===== src/rtl/symcounter_pkg.sv =====
// symcounter_pkg: shared types and constants for the symbol generator.
package symcounter_pkg;

    typedef enum logic [0:0] {
        IDLE = 1'b0,
        RUN  = 1'b1
    } gen_state_t;

    localparam logic [31:0] DEFAULT_PERIOD = 32'd100000000;
    localparam logic [15:0] LFSR_MASK      = 16'hB400;

    function automatic logic [15:0] lfsr_step(input logic [15:0] s);
        return {1'b0, s[15:1]} ^ (s[0] ? LFSR_MASK : 16'h0000);
    endfunction

endpackage


===== src/rtl/sym_lfsr.sv =====
// sym_lfsr: 16-bit right-shifting Galois LFSR that advances when en_i is high.
module sym_lfsr
    import symcounter_pkg::*;
#(
    parameter logic [15:0] SEED = 16'hACE1
) (
    input  logic        Clk100M,
    input  logic        Reset,
    input  logic        en_i,
    output logic [15:0] state_o
);

    logic [15:0] lfsr_q, lfsr_d;

    always_comb lfsr_d = en_i ? lfsr_step(lfsr_q) : lfsr_q;

    always_ff @(posedge Clk100M) begin
        if (Reset) lfsr_q <= SEED;
        else       lfsr_q <= lfsr_d;
    end

    assign state_o = lfsr_q;

endmodule


===== src/rtl/symbol_generator.sv =====
// symbol_generator: periodic pseudo-random symbols on a valid/ready port,
// dropping and counting new symbols while an untaken one is held.
module symbol_generator
    import symcounter_pkg::*;
#(
    parameter int          SYM_WIDTH   = 4,
    parameter int          NUM_SYMBOLS = 10,
    parameter int          MIN_PERIOD  = 1000,
    parameter logic [15:0] LFSR_SEED   = 16'hACE1
) (
    input  logic                 Clk100M,
    input  logic                 Reset,
    input  logic                 Enable,
    input  logic                 newLevel,
    input  logic [31:0]          symGenMax,
    input  logic                 symReady,
    output logic                 symValid,
    output logic [SYM_WIDTH-1:0] symbol,
    output logic                 symDropped,
    output logic [7:0]           dropCount
);

    localparam logic [31:0] MIN_P = 32'(MIN_PERIOD);
    localparam logic [4:0]  NUM_W = 5'(NUM_SYMBOLS);

    gen_state_t           state_q, state_d;
    logic [31:0]          period_q, period_d;
    logic [31:0]          counter_q, counter_d;
    logic                 valid_q, valid_d;
    logic [SYM_WIDTH-1:0] symbol_q, symbol_d;
    logic                 drop_q, drop_d;
    logic [7:0]           drop_cnt_q, drop_cnt_d;

    logic [15:0] lfsr;
    logic        lfsr_unused;
    logic        run, tick, load, drop;
    logic [31:0] clamped;
    logic [4:0]  raw;
    logic [3:0]  mapped;

    sym_lfsr #(.SEED(LFSR_SEED)) u_lfsr (
        .Clk100M (Clk100M),
        .Reset   (Reset),
        .en_i    (run),
        .state_o (lfsr)
    );

    assign lfsr_unused = ^lfsr[15:4];

    // newLevel owns the counter on its cycle, so it suppresses a coincident tick
    always_comb begin
        run        = state_q == RUN;
        tick       = run && counter_q == period_q - 32'd1 && !newLevel;
        load       = tick && (!valid_q || symReady);
        drop       = tick && valid_q && !symReady;
        raw        = {1'b0, lfsr[3:0]};
        mapped     = raw < NUM_W ? raw[3:0] : 4'(raw - NUM_W);
        clamped    = (symGenMax[31] || symGenMax < MIN_P) ? MIN_P : symGenMax;
        state_d    = Enable ? RUN : IDLE;
        period_d   = newLevel ? clamped : period_q;
        counter_d  = (newLevel || tick) ? 32'd0 : run ? counter_q + 32'd1 : counter_q;
        valid_d    = tick ? 1'b1 : (valid_q && symReady) ? 1'b0 : valid_q;
        symbol_d   = load ? SYM_WIDTH'(mapped) : symbol_q;
        drop_d     = drop;
        drop_cnt_d = (drop && drop_cnt_q != 8'hFF) ? drop_cnt_q + 8'd1 : drop_cnt_q;
    end

    always_ff @(posedge Clk100M) begin
        if (Reset) begin
            state_q    <= IDLE;
            period_q   <= DEFAULT_PERIOD;
            counter_q  <= '0;
            valid_q    <= 1'b0;
            symbol_q   <= '0;
            drop_q     <= 1'b0;
            drop_cnt_q <= '0;
        end else begin
            state_q    <= state_d;
            period_q   <= period_d;
            counter_q  <= counter_d;
            valid_q    <= valid_d;
            symbol_q   <= symbol_d;
            drop_q     <= drop_d;
            drop_cnt_q <= drop_cnt_d;
        end
    end

    assign symValid   = valid_q;
    assign symbol     = symbol_q;
    assign symDropped = drop_q;
    assign dropCount  = drop_cnt_q;

endmodule


===== config.mk =====
export PLATFORM = sky130hd
export DESIGN_NAME = symbol_generator
export DESIGN_NICKNAME = d
export VERILOG_FILES = /design/src/rtl/symcounter_pkg.sv /design/src/rtl/sym_lfsr.sv /design/src/rtl/symbol_generator.sv
export SDC_FILE = /design/constraint.sdc
export NUM_CORES = 1
export LEC_CHECK = 0
export ABC_AREA = 1
export CAP_MARGIN = 20
export CELL_PAD_IN_SITES_DETAIL_PLACEMENT = 0
export CELL_PAD_IN_SITES_GLOBAL_PLACEMENT = 1
export CORE_MARGIN = 2
export CORE_UTILIZATION = 44
export CTS_CLUSTER_DIAMETER = 50
export DETAILED_ROUTE_END_ITERATION = 16
export PLACE_DENSITY = 0.84
export SLEW_MARGIN = 20
export SYNTH_ARGS = -nofsm -noshare
export SYNTH_HDL_FRONTEND = slang
export SYNTH_SLANG_ARGS = --single-unit

===== constraint.sdc =====
create_clock -name Clk100M -period 4.5 [get_ports Clk100M]
set_input_delay 0.45 -clock Clk100M [delete_from_list [all_inputs] [get_ports Clk100M]]
set_output_delay 0.45 -clock Clk100M [all_outputs]
set_load 0.005 [all_outputs]

==> impl_metrics.xml <==
<?xml version="1.0" encoding="UTF-8"?>
<metrics>
  <group name="run_status">
    <metric name="run_status" unit="">completed</metric>
  </group>
  <group name="final_layout">
    <metric name="nets" unit="">946</metric>
    <metric name="nFillCells" unit="">1322</metric>
    <metric name="antennaDiodeCount" unit="">0</metric>
    <metric name="ff_latch_area" unit="sq um">1902</metric>
    <metric name="non_filler_cells_in_the_finished_layout" unit="">1082</metric>
    <metric name="final_layout_size_suffix_gt1_share" unit="%">6.374</metric>
    <metric name="layout.cells.most_common_list" unit="">sky130_fd_sc_hd__nand2_1 (201), sky130_fd_sc_hd__nor2_1 (132), sky130_fd_sc_hd__inv_1 (113), sky130_fd_sc_hd__dfxtp_1 (95), sky130_fd_sc_hd__nand3_1 (71)</metric>
    <metric name="layout.cells.most_common" unit="">sky130_fd_sc_hd__nand2_1</metric>
    <metric name="layout-area-overhead-vs-synth" unit="%">16.89</metric>
    <metric name="multi_input_comb_area" unit="sq um">3142</metric>
  </group>
  <group name="setup_path">
    <metric name="crit_path_start" unit="">period_q[0]$_SDFFE_PP0P_</metric>
    <metric name="cpLargestDelayFamily" unit="">simple AND/OR/NAND/NOR gates</metric>
    <metric name="required" unit="ns">4.70</metric>
    <metric name="worst-path-max-fanout" unit="">31</metric>
    <metric name="timing.critical_path.to_type" unit="">register</metric>
    <metric name="critical_path.startpoint_type" unit="">register</metric>
    <metric name="critical_path.max_stage_delay" unit="ns">0.76</metric>
    <metric name="timing.critical_path.arrival" unit="ns">3.38</metric>
    <metric name="timing_worst_setup_path_type" unit="">reg -&gt; reg</metric>
    <metric name="timing.rr.start" unit="">period_q[0]$_SDFFE_PP0P_</metric>
    <metric name="worstPathCellList" unit="">inv_1 -&gt; ha_1 -&gt; nand2_2 -&gt; nor2_4 -&gt; nand3_1 -&gt; nor2_1 -&gt; nand2_1 -&gt; nand2_1 -&gt; nand2_1 -&gt; nor2_1 -&gt; nand3_1 -&gt; nor2_2 -&gt; nor2_1 -&gt; inv_1 -&gt; nor3b_1</metric>
    <metric name="worstPathBufferInverterCount" unit="">2</metric>
    <metric name="critical-path-slowest-cell" unit="">sky130_fd_sc_hd__inv_1</metric>
    <metric name="cp_num_cells" unit="">15</metric>
    <metric name="reg2regPathDepth" unit="">15</metric>
  </group>
  <group name="synth">
    <metric name="synth-seq-area-share" unit="%">34.09</metric>
    <metric name="syn_std_cell_area" unit="sq um">5579</metric>
    <metric name="post_synthesis_instance_total" unit="">862</metric>
    <metric name="synth.ff_latch_count" unit="">95</metric>
    <metric name="synthDominantAreaCellType" unit="">sky130_fd_sc_hd__dfxtp_1</metric>
    <metric name="synth.top_cells.by_area" unit="">sky130_fd_sc_hd__dfxtp_1 (34%), sky130_fd_sc_hd__nand2_1 (14%), sky130_fd_sc_hd__nor2_1 (8.9%), sky130_fd_sc_hd__inv_1 (7.6%), sky130_fd_sc_hd__nand3_1 (6.4%)</metric>
    <metric name="synthesis.nets" unit="">903</metric>
    <metric name="synth.distinct_cells" unit="">40</metric>
    <metric name="synth_top_cell_area_share" unit="%">34.09</metric>
    <metric name="synth_warnings" unit="">0</metric>
    <metric name="postSynthAreaPerCell" unit="sq um">6.472</metric>
  </group>
  <group name="job">
    <metric name="maxCapViolations" unit="">0</metric>
  </group>
  <group name="die">
    <metric name="floorplan.die_area" unit="sq um">13600</metric>
    <metric name="core.rowCount" unit="">41</metric>
    <metric name="num_io_pins" unit="">51</metric>
    <metric name="chipHeight" unit="um">116.6</metric>
    <metric name="core_footprint" unit="sq um">12520</metric>
    <metric name="initial_utilization" unit="%">44.57</metric>
    <metric name="chipWidth" unit="um">116.6</metric>
  </group>
  <group name="pwr">
    <metric name="power.internal" unit="mW">1.345</metric>
    <metric name="power-per-cell-area" unit="nW/um^2">287.7</metric>
    <metric name="vdd_ir_drop_max" unit="V">0.0001877</metric>
    <metric name="share_of_power_burned_in_the_clock_network" unit="%">39.8</metric>
    <metric name="comb_power_share" unit="%">12.4</metric>
    <metric name="p_sw_share" unit="%">28.32</metric>
    <metric name="seqPwrFrac" unit="%">47.8</metric>
    <metric name="leakagePower" unit="nW">2.661</metric>
    <metric name="switching_power" unit="mW">0.5313</metric>
  </group>
  <group name="route">
    <metric name="vias_per_cell" unit="">5.082</metric>
    <metric name="drc_errors" unit="">0</metric>
    <metric name="vias" unit="">5499</metric>
    <metric name="drt-pass1-iter-count" unit="">5</metric>
    <metric name="drtIter0Drc" unit="">312</metric>
    <metric name="route.final.wire_length" unit="um">15060</metric>
    <metric name="ant_nets" unit="">0</metric>
    <metric name="routedWlPerCell" unit="um">13.92</metric>
  </group>
  <group name="cts">
    <metric name="post-cts-setup-buffer-count" unit="">0</metric>
    <metric name="clock_tree.htree_level_count" unit="">3</metric>
    <metric name="clkSlewWorstSetupHoldPaths" unit="ns">0.07</metric>
    <metric name="ctsLongestPathBuffers" unit="">2</metric>
    <metric name="cts_tree" unit="">yes</metric>
    <metric name="post_cts_resize_count" unit="">0</metric>
    <metric name="clk_latency_worst_skew_pair" unit="ns">0.36</metric>
    <metric name="holdBufCountCts" unit="">0</metric>
    <metric name="clock_tree.root_cell" unit="">sky130_fd_sc_hd__clkbuf_16</metric>
    <metric name="cts_made_buffers" unit="">9</metric>
    <metric name="clkSinkCount" unit="">95</metric>
  </group>
  <group name="placement">
    <metric name="place_inst" unit="">1066</metric>
    <metric name="io_buffer_count" unit="">50</metric>
    <metric name="dpl.hpwl" unit="um">11760</metric>
    <metric name="place_congestion" unit="">0.9783</metric>
  </group>
  <group name="grt">
    <metric name="pin_count_of_the_biggest_net_entering_global_routing" unit="">41</metric>
    <metric name="first_global_vias" unit="">5261</metric>
    <metric name="global_route_wire_length_before_repair" unit="um">25360</metric>
    <metric name="grt-ovfl-total" unit="">0</metric>
    <metric name="groute.layer.met3.usage" unit="%">4.411</metric>
    <metric name="globalRouteMet2Util" unit="%">37.87</metric>
    <metric name="antenna_found_initial" unit="">0</metric>
    <metric name="grt_use_met1" unit="%">32.25</metric>
    <metric name="gr-max-usage-layer" unit="">met2</metric>
    <metric name="gr-usage-all-layers" unit="%">23.87</metric>
  </group>
  <group name="worst_hold_path">
    <metric name="worst_hold_path_cell_count" unit="">2</metric>
    <metric name="worstHoldStart" unit="">u_lfsr.state_o[15]$_SDFFE_PP1P_</metric>
    <metric name="timing.hold.worst.class" unit="">reg -&gt; reg</metric>
  </group>
  <group name="timing">
    <metric name="unrepaired_setup_endpoints_after_global_routing" unit="">false</metric>
    <metric name="finalSetupViolCount" unit="">0</metric>
    <metric name="final-max-slew-violation-count" unit="">0</metric>
    <metric name="fin_skew" unit="ns">0.007120</metric>
    <metric name="fin_crit_sh" unit="%">70.72</metric>
    <metric name="worstMarginPinSlew" unit="ns">1.021</metric>
    <metric name="headroom_to_the_max_slew_limit" unit="%">31.87</metric>
    <metric name="fin_tns_setup" unit="ns">0</metric>
    <metric name="timing_hold_violations_final" unit="">0</metric>
    <metric name="fmax" unit="GHz">0.3142</metric>
    <metric name="final.min_clock_period" unit="ns">3.182</metric>
  </group>
</metrics>
through the flow:
stage / hold slack (ns) / power, mW / instance area (sq um) / worst slack (ns) / utilization (%)
final: 0.4629 / 1.876 / 6521 / 1.318 / 52.10
after global routing: 0.4856 / 1.967 / 6521 / 0.9848 / 52.10
after CTS: 0.4665 / 1.895 / 6521 / 1.319 / 52.10
after detailed placement: 0.4478 / 1.149 / 6232 / 1.325 / 49.79
after global placement: 0.4401 / 1.146 / 6232 / 1.484 / 49.79
after floorplan: 0.4292 / 1.065 / 5579 / 2.239 / -
cell type report:
type / count / area share (%)
multi-input cells: 628 / 48.18
flip-flops and latches: 95 / 29.16
repair buffers: 55 / 8.250
inverters: 116 / 6.677
clock buffers: 9 / 3.454
well taps: 172 / 3.300
clock inverters: 7 / 0.9785
worst min-delay path, stage by stage, from the launching register on:
cell and delay (ns):
sky130_fd_sc_hd__dfxtp_1 0.33, sky130_fd_sc_hd__nand2_1 0.05, sky130_fd_sc_hd__nand3_1 0.05
power by group through the flow:
stage | Sequential [mW] | Clock (mW) | Combinational [mW]
6_report | 0.897 | 0.747 | 0.233
5_1_grt | 0.901 | 0.800 | 0.265
4_1_cts | 0.896 | 0.765 | 0.234
3_5_place_dp | 0.916 | 0 | 0.233
3_3_place_gp | 0.915 | 0 | 0.231
2_1_floorplan | 0.905 | 0 | 0.160
metal layers:
metal / share of wire [%] / vias up / routed length (um)
li1: - / 2854 / -
met1: 47 / 2485 / 7113
met2: 45 / 138 / 6712
met3: 5.9 / 22 / 892
met4: 2.3 / 0 / 344
met5: 0 / - / 0
path summary, 6_finish.rpt:
| path | endpoint | slack [ns] |
|---|---|---|
| max reg2reg | counter_q[28]$_SDFFE_PP0P_ | 1.32 |
| max | counter_q[28]$_SDFFE_PP0P_ | 1.32 |
| min reg2reg | u_lfsr.state_o[15]$_SDFFE_PP1P_ | 0.46 |
| min | u_lfsr.state_o[15]$_SDFFE_PP1P_ | 0.46 |
cells in the mapped netlist, drive strengths merged:
cell type and n:
inv 115, o22ai 6, nand4 18, nand3b 5
or2 3, nor3b 5, nor4 12, clkbuf 16
o32ai 1, xnor2 16, clkinv 1, a31oi 2
nand3 72, o211ai 9, o21ai 32, ha 4
dfxtp 95, nand2 207, buf 7, a211oi 2
nor2 150, o31ai 6, xor2 22, nor3 19
a21oi 37
logic make-up (layout without fill, tap and decap cells):
group / after synthesis / in the layout / share of synthesized area [%]
buf+inv: 139 / 187 / 9.599
simple gates: 491 / 491 / 39.58
flops: 95 / 95 / 34.09
xor+xnor: 38 / 38 / 5.965
fa+ha+maj: 4 / 4 / 0.8971
compound gates: 95 / 95 / 9.867
sequential cells by signal, summed over array words and instances, names as in the netlist:
signal and cells:
dropCount 8, counter_q 32, run 1, symValid 1, period_q 32, u_lfsr.state_o 16, symbol 4, symDropped 1
Note: power is estimated with default switching activity, not from simulation.
